`config.mk`:
```
export PLATFORM = sky130hd
export DESIGN_NAME = bictr_dcnto_ctrl
export DESIGN_NICKNAME = d
export VERILOG_FILES = /design/src/rtl/bictr_dcnto_ctrl.sv
export SDC_FILE = /design/constraint.sdc
export NUM_CORES = 1
export LEC_CHECK = 0
export CELL_PAD_IN_SITES_DETAIL_PLACEMENT = 0
export CELL_PAD_IN_SITES_GLOBAL_PLACEMENT = 1
export CORE_MARGIN = 2
export CORE_UTILIZATION = 32
export DETAILED_ROUTE_END_ITERATION = 12
export GPL_TIMING_DRIVEN = 0
export PLACE_DENSITY_LB_ADDON = 0.1
export SKIP_CTS_REPAIR_TIMING = 1
export SYNTH_ARGS = -nofsm -noshare
export SYNTH_HDL_FRONTEND = slang
export SYNTH_SLANG_ARGS = --single-unit
```
`constraint.sdc`:
```
create_clock -name clk -period 2.2 [get_ports clk]
set_input_delay 0.44 -clock clk [delete_from_list [all_inputs] [get_ports clk]]
set_output_delay 0.44 -clock clk [all_outputs]
set_load 0.005 [all_outputs]
```
`src/rtl/bictr_dcnto_ctrl.sv`:
```
// Command controller for the dynamic count-to up/down counter.
// Loads, runs to target, and cross-checks the counter against a shadow.
module bictr_dcnto_ctrl #(
  parameter int WIDTH = 4
) (
  input  logic             clk,
  input  logic             reset,
  input  logic             cmd_valid,
  output logic             cmd_ready,
  input  logic [WIDTH-1:0] cmd_start,
  input  logic [WIDTH-1:0] cmd_target,
  input  logic             cmd_dir,
  input  logic             cmd_repeat,
  input  logic             pause,
  input  logic             abort,
  output logic [WIDTH-1:0] ctr_data,
  output logic             ctr_up_dn,
  output logic             ctr_load,
  output logic             ctr_cen,
  output logic [WIDTH-1:0] ctr_count_to,
  input  logic [WIDTH-1:0] ctr_count,
  input  logic             ctr_tercnt,
  output logic             busy,
  output logic             done,
  output logic [WIDTH:0]   steps,
  output logic             err
);

  typedef enum logic [1:0] {
    IDLE,
    LOAD,
    RUN,
    DONE
  } state_t;

  localparam logic [WIDTH:0] LAST = {1'b0, {WIDTH{1'b1}}};

  state_t state, state_nxt;

  logic [WIDTH-1:0] start_q;
  logic [WIDTH-1:0] target_q;
  logic [WIDTH-1:0] shadow_q;
  logic [WIDTH:0]   steps_q;
  logic             dir_q;
  logic             rpt_q;
  logic             err_q;
  logic             accept;
  logic             run_en;
  logic             ovf;

  assign accept = cmd_valid & cmd_ready;
  assign run_en = (state == RUN) & ctr_cen;
  // a full wrap without tercnt means the target is unreachable
  assign ovf    = run_en & (steps_q == LAST);

  always_ff @(posedge clk) begin
    if (!reset) begin
      state <= IDLE;
    end else begin
      state <= state_nxt;
    end
  end

  always_comb begin
    state_nxt = state;
    case (state)
      IDLE: begin
        if (accept) state_nxt = LOAD;
      end
      LOAD: begin
        state_nxt = abort ? IDLE : RUN;
      end
      RUN: begin
        if (abort) begin
          state_nxt = IDLE;
        end else if (ctr_tercnt || ovf) begin
          state_nxt = DONE;
        end
      end
      DONE: begin
        if (abort) begin
          state_nxt = IDLE;
        end else begin
          state_nxt = rpt_q ? LOAD : IDLE;
        end
      end
      default: state_nxt = IDLE;
    endcase
  end

  // up_dn stays low in LOAD: the counter only loads with up_dn low
  always_comb begin
    cmd_ready = 1'b0;
    ctr_load  = 1'b0;
    ctr_cen   = 1'b0;
    ctr_up_dn = 1'b0;
    done      = 1'b0;
    case (state)
      IDLE: cmd_ready = 1'b1;
      LOAD: begin
        ctr_load = ~abort;
        ctr_cen  = ~abort;
      end
      RUN: begin
        ctr_up_dn = dir_q;
        ctr_cen   = ~abort & ~pause & ~ctr_tercnt;
      end
      DONE: done = ~abort;
      default: cmd_ready = 1'b0;
    endcase
  end

  always_ff @(posedge clk) begin
    if (!reset) begin
      start_q  <= '0;
      target_q <= '0;
      dir_q    <= 1'b0;
      rpt_q    <= 1'b0;
      shadow_q <= '0;
      steps_q  <= '0;
      err_q    <= 1'b0;
    end else begin
      if (accept) begin
        start_q  <= cmd_start;
        target_q <= cmd_target;
        dir_q    <= cmd_dir;
        rpt_q    <= cmd_repeat;
        err_q    <= 1'b0;
      end
      if (state == LOAD && !abort) begin
        shadow_q <= start_q;
        steps_q  <= '0;
      end
      if (state == RUN) begin
        if (ctr_count != shadow_q) err_q <= 1'b1;
        if (ovf) err_q <= 1'b1;
      end
      if (run_en) begin
        shadow_q <= dir_q ? shadow_q + 1'b1 : shadow_q - 1'b1;
        steps_q  <= steps_q + 1'b1;
      end
    end
  end

  assign ctr_data     = start_q;
  assign ctr_count_to = target_q;
  assign busy         = (state != IDLE);
  assign steps        = steps_q;
  assign err          = err_q;

endmodule

```
==> reports/qor.yml, run 1 <==
status: "finished clean"
ys_seq_area_share_pct: 36.8
setup_slack_ns: 0.0474
switching_share_pct: 26.2
cts_buffers: 3
finalCriticalPeriod_ns: 2.15
htree_num_levels: 1
ys_warn_count: 0
min_period_over_period_pct: 97.8
seqPwrFrac_pct: 46.2
cp.required_ns: 1.76
hold_path.class: "flip-flop to flip-flop"
grt-ovfl-total: 0
layout-drive-gt1-share_pct: 11.1
grt_pass1_wl_um: 4900
via_count: 1166
die_area_um2: 4240
synthFlopType: "dfxtp_1"
synth_area_per_cell_um2: 8.31
coreArea_um2: 3630
wl_per_cell_um: 12.4
cts-root-buf: "clkbuf_8"
max_freq_mhz: 465
path_clk_slew_ns: 0.08
finalSetupViolCount: 0
combPwrFrac_pct: 22.1
peakVddDrop_uv: 275
cts_buffer_depth: 2
ant_nets: 0
io_pins: 40
n_antenna_cell: 0
clk_latency_ns: 0.26
grt_max_degree: 13
dr.first_iter.drc_count: 73
path_class: "input port to output pin"
stdcell_area_um2: 1790
powerDensity_nw_per_um2: 524
place_congestion: 0.754
ys_ff_latch: 22
intPower_w: 0.000693
start_util_pct: 32.9
postPlaceCellArea_um2: 1650
critPathCaptureType: "output pin"
cp-start-kind: "input port"
io_buffers: 39
relSlewSlack_pct: 63.3
critical_path.max_fanout: 4
post-place-ws_ns: -0.320
maxCapViolations: 0
p_leak_nw: 0.664
via_per_inst: 4.90
async_reset_ff_share_pct: 0
post-dp-hpwl_um: 2240
tightest_slew_ns: 0.547
cts.sinks: 22
antenna_found_initial: 0
grt_usage_pct: 14.7
finalHoldViolCount: 0
nets: 221
first_pass_iters: 4
grt_pass1_vias: 1083
synth-edff-count: 0
power_frac_clock_pct: 31.6
drc: 0
cts_tree: "done"
crit_arrival_ns: 1.71
syn-cell-area_um2: 1200
die_w_um: 65.1
layout_commonest_cell: "clkdlybuf4s50_1"
p_sw_w: 0.000246
post_synth_num_cell_types: 38
die_h_um: 65.1
area_growth_pct: 49.6
syn_nets: 174
placementRows: 22
wl_um: 2960
clock_skew_ns: 0.00395
drv_slew: 0
final_cell_mix: "clkdlybuf4s50_1 (38), nand2_1 (28), dfxtp_1 (20)"
synth_cells: 144
metrics by stage:
step           utilization [%]  hold slack, ns  power, W  cells  TNS (ns)
5_1_grt                   49.2           0.478  0.000994    238  -0.00476
4_1_cts                   46.8           0.458  0.000930    235    -0.521
3_5_place_dp              45.3           0.449  0.000628    231    -0.514
6_report                  49.2           0.455  0.000938    238         0
2_1_floorplan                -           0.437  0.000528    144         0
3_3_place_gp              45.3           0.443  0.000626    231    -0.469
layout make-up:
type	count	area (um2)
fillers	365	1840
plain buffers	3	11.3
repair buffers	42	415
multi-input cells	112	771
clock buffers	4	55.1
flip-flops and latches	22	445
well taps	48	60.1
inverters	7	31.3
cells by family (layout without fill, tap and decap cells):
group                      after synthesis  after routing  share of synthesized area (%)
AOI/OAI and AO/OA                       38             38                           21.0
and+or+nand+nor                         58             58                           23.4
muxes                                    1              1                          0.837
DFF                                     22             22                           36.8
xor gates and xnor gates                 5              5                           3.66
buffers and inverters                   10             56                           3.14
adders and majority gates               10             10                           11.1
critical path, stage by stage:
cell             delay, ns
clkdlybuf4s50_1       0.46
nor3_1                0.19
o21a_1                0.13
clkdlybuf4s50_1       0.49
registers in the layout (all words and copies together) (netlist names):
signal	count
ctr_count_to	4
ctr_data	4
dir_q	1
err	1
rpt_q	1
shadow_q	4
state	2
steps	5
power groups by stage:
stage / registers [W] / logic [W] / clock network, W
floorplan: 0.000438 / 0.0000906 / 0
global placement: 0.000439 / 0.000186 / 0
detailed placement: 0.000440 / 0.000188 / 0
CTS: 0.000431 / 0.000189 / 0.000309
global route: 0.000437 / 0.000234 / 0.000323
finish: 0.000434 / 0.000208 / 0.000297
layer usage:
metal	up-vias	wire length (um)	global-route usage (%)
li1	601	-	-
met3	2	109	2.74
met5	-	0	0
met1	539	1470	20.9
met2	24	1360	22.7
met4	0	20	4.69
final timing paths:
path	from	to	slack (ns)	depth (start not counted)
worst max-delay path	ctr_tercnt	ctr_cen	0.05	4
worst min-delay path	ctr_count_to[1]	ctr_count_to[1]	0.46	2
worst max register to register	steps[0]	state[1]	0.22	6
worst min register to register	ctr_count_to[1]	ctr_count_to[1]	0.46	2
synth_stat cells, types with 2 or more instances:
cell,instances,area [um2]
nand3_1,4,20.0
nand2_1,28,105
a21oi_1,16,80.1
inv_1,5,18.8
o21ai_0,5,25.0
and3_1,2,12.5
nor2_1,6,22.5
a311oi_1,3,26.3
o21a_1,4,30.0
dfxtp_1,22,440
nand4_1,2,12.5
nand2b_1,2,12.5
ha_1,9,113
nor3_1,3,15.0
xnor2_1,4,35.0
clkbuf_1,3,11.3
and2_1,3,18.8
nand3b_1,3,22.5
Note: power is estimated with default switching activity, not from simulation.
==> run 2: changes to the inputs <==
Settings changed: CORE_UTILIZATION 32 to 34, CTS_BUF_LIST set to sky130_fd_sc_hd__clkbuf_4.
==> run 2 against run 1 <==
Hold slack gained 0.0068 ns. Via count grew 1.5%. Largest cell class unchanged. Clock-buffer cell count shrank 1.
==> reports/qor.yml, run 2 (synthesized netlist as in run 1, its figures left out) <==
io_pins: 40  # unchanged
cts_buffers: 3  # unchanged
min_period_over_period_pct: 96.7  # was 97.8%
powerDensity_nw_per_um2: 471  # was 524 nW/um2
peakVddDrop_uv: 180  # was 275 uV
crit_buf_inv: 3  # was 2
ant_nets: 0  # unchanged
p_total_w: 0.000843  # was 0.000938 W
crit_path_top_delay_cell: "clkdlybuf4s50_1"  # unchanged
cts-root-buf: "clkbuf_4"  # was clkbuf_8
nets: 223  # was 221
grt_usage_pct: 15.6  # was 14.7%
wl_per_cell_um: 13.1  # was 12.4 um
cp.required_ns: 1.76  # about the same
first_pass_iters: 4  # unchanged
hold_path.class: "flip-flop to flip-flop"  # unchanged
cts.sinks: 22  # unchanged
tightest_slew_ns: 0.546  # was 0.547 ns
drc: 0  # unchanged
area_growth_pct: 49.5  # was 49.6%
placementRows: 21  # was 22
via_count: 1183  # was 1166
path_class: "flip-flop to output pin"  # was input port to output pin
nFillCells: 362  # was 365
grt_pass1_wl_um: 5010  # was 4900 um
final_core_util_pct: 53.2  # was 49.2%
setup_slack_ns: 0.0724  # was 0.0474 ns
start_util_pct: 35.6  # was 32.9%
htree_num_levels: 1  # unchanged
post-place-ws_ns: -0.299  # was -0.320 ns
dr.first_iter.drc_count: 60  # was 73
die_area_um2: 4010  # was 4240 um2
critical_path.max_fanout: 4  # unchanged
largest_reg_flops: 5  # unchanged
clock_skew_ns: 0.00291  # was 0.00395 ns
grt_max_degree: 13  # unchanged
path_cells: "inv_6 -> ha_4 -> buf_4 -> and2_1 -> clkdlybuf4s50_1"  # was clkdlybuf4s50_1 -> nor3_1 -> o21a_1 -> clkdlybuf4s50_1
critPathCaptureType: "output pin"  # unchanged
maxCapViolations: 0  # unchanged
cts_buffer_depth: 2  # unchanged
wl_um: 3110  # was 2960 um
die_h_um: 63.3  # was 65.1 um
relSlewSlack_pct: 63.3  # about the same
multi_input_area_um2: 776  # was 771 um2
path_clk_slew_ns: 0.13  # was 0.08 ns
cp_top_family: "buffers and inverters"  # unchanged
clk_latency_ns: 0.30  # was 0.26 ns
final_cell_mix: "clkdlybuf4s50_1 (37), nand2_1 (28), dfxtp_1 (20)"  # was clkdlybuf4s50_1 (38), nand2_1 (28), dfxtp_1 (20)
drv_slew: 0  # unchanged
cts_tree: "done"  # unchanged
io_buffers: 39  # unchanged
finalHoldViolCount: 0  # unchanged
n_antenna_cell: 0  # unchanged
antenna_found_initial: 0  # unchanged
status: "finished clean"  # unchanged
die_w_um: 63.3  # was 65.1 um
via_per_inst: 4.97  # was 4.90
ff_latch_area_um2: 448  # was 445 um2
cp-start-kind: "flip-flop"  # was input port
grt-ovfl-total: 0  # unchanged
finalCriticalPeriod_ns: 2.13  # was 2.15 ns
finalSetupViolCount: 0  # unchanged
cpPeakStageDelay_ns: 0.50  # was 0.49 ns
place_congestion: 0.743  # was 0.754
coreArea_um2: 3360  # was 3630 um2
layout-drive-gt1-share_pct: 12.0  # was 11.1%
layout_commonest_cell: "clkdlybuf4s50_1"  # unchanged
post-dp-hpwl_um: 2330  # was 2240 um
rsz0062_at_grt: "false"
max_freq_mhz: 470  # was 465 MHz
grt_pass1_vias: 1109  # was 1083
p_leak_nw: 0.682  # was 0.664 nW
crit_arrival_ns: 1.69  # was 1.71 ns
==> run 2: cell types whose count changed in the layout (fill, tap and decap cells not counted), sizes merged <==
cell / delta
buf: +2
clkbuf: -1
clkdlybuf4s50: -1
clkinv: +1
dlymetal6s2s: +1
==> run 2: report_power, final <==
group | total [W] | leakage [nW] | switching, W | internal (W)
clock network | 0.000192 | 0.0154 | 0.000126 | 0.0000662
registers | 0.000434 | 0.180 | 0.0000181 | 0.000416
logic | 0.000216 | 0.487 | 0.0000952 | 0.000121
==> run 2: final cells by class <==
type                       instances  share of cell area [%]
sequential                        22                    25.1
clock inverter                     1                   0.210
timing repair buffer              44                    24.2
buffer                             3                   0.630
multi-input combinational        112                    43.4
inverter                           7                    2.03
tap                               46                    3.22
clock buffer                       3                    1.26
==> run 2: stage by stage <==
stage / hold slack, ns / TNS, ns / instance area [um2] / std cells
2_1_floorplan: 0.437 / 0 / 1200 / 144
3_3_place_gp: 0.443 / -0.458 / 1640 / 229
3_5_place_dp: 0.449 / -0.473 / 1640 / 229
4_1_cts: 0.464 / -0.482 / 1670 / 233
5_1_grt: 0.495 / 0 / 1790 / 238
6_report: 0.462 / 0 / 1790 / 238
==> run 2: routing by layer <==
metal	global-route usage, %	share of wire, %	wire length (um)	up-vias
met1	20.1	47	1460	535
met3	4.11	6.8	211	2
met2	25.9	46	1430	34
met5	0	0	0	-
met4	4.08	0.58	18	0
li1	-	-	-	612
==> run 2: worst reg2reg max path, delay by kind of cell (launching register included) <==
| kind | cells | cell delay [ns] |
|---|---|---|
| compound gates | 3 | 0.89 |
| fa+ha+maj | 2 | 0.46 |
| flops | 1 | 0.38 |
| simple gates | 1 | 0.19 |
==> run 2: final timing paths <==
kind,depth (start not counted),end,slack [ns],startpoint
worst min register to register,2,ctr_count_to[2],0.46,ctr_count_to[2]
worst max-delay path,5,ctr_up_dn,0.07,state[0]
worst max register to register,6,state[1],0.20,steps[0]
worst min-delay path,2,ctr_count_to[2],0.46,ctr_count_to[2]
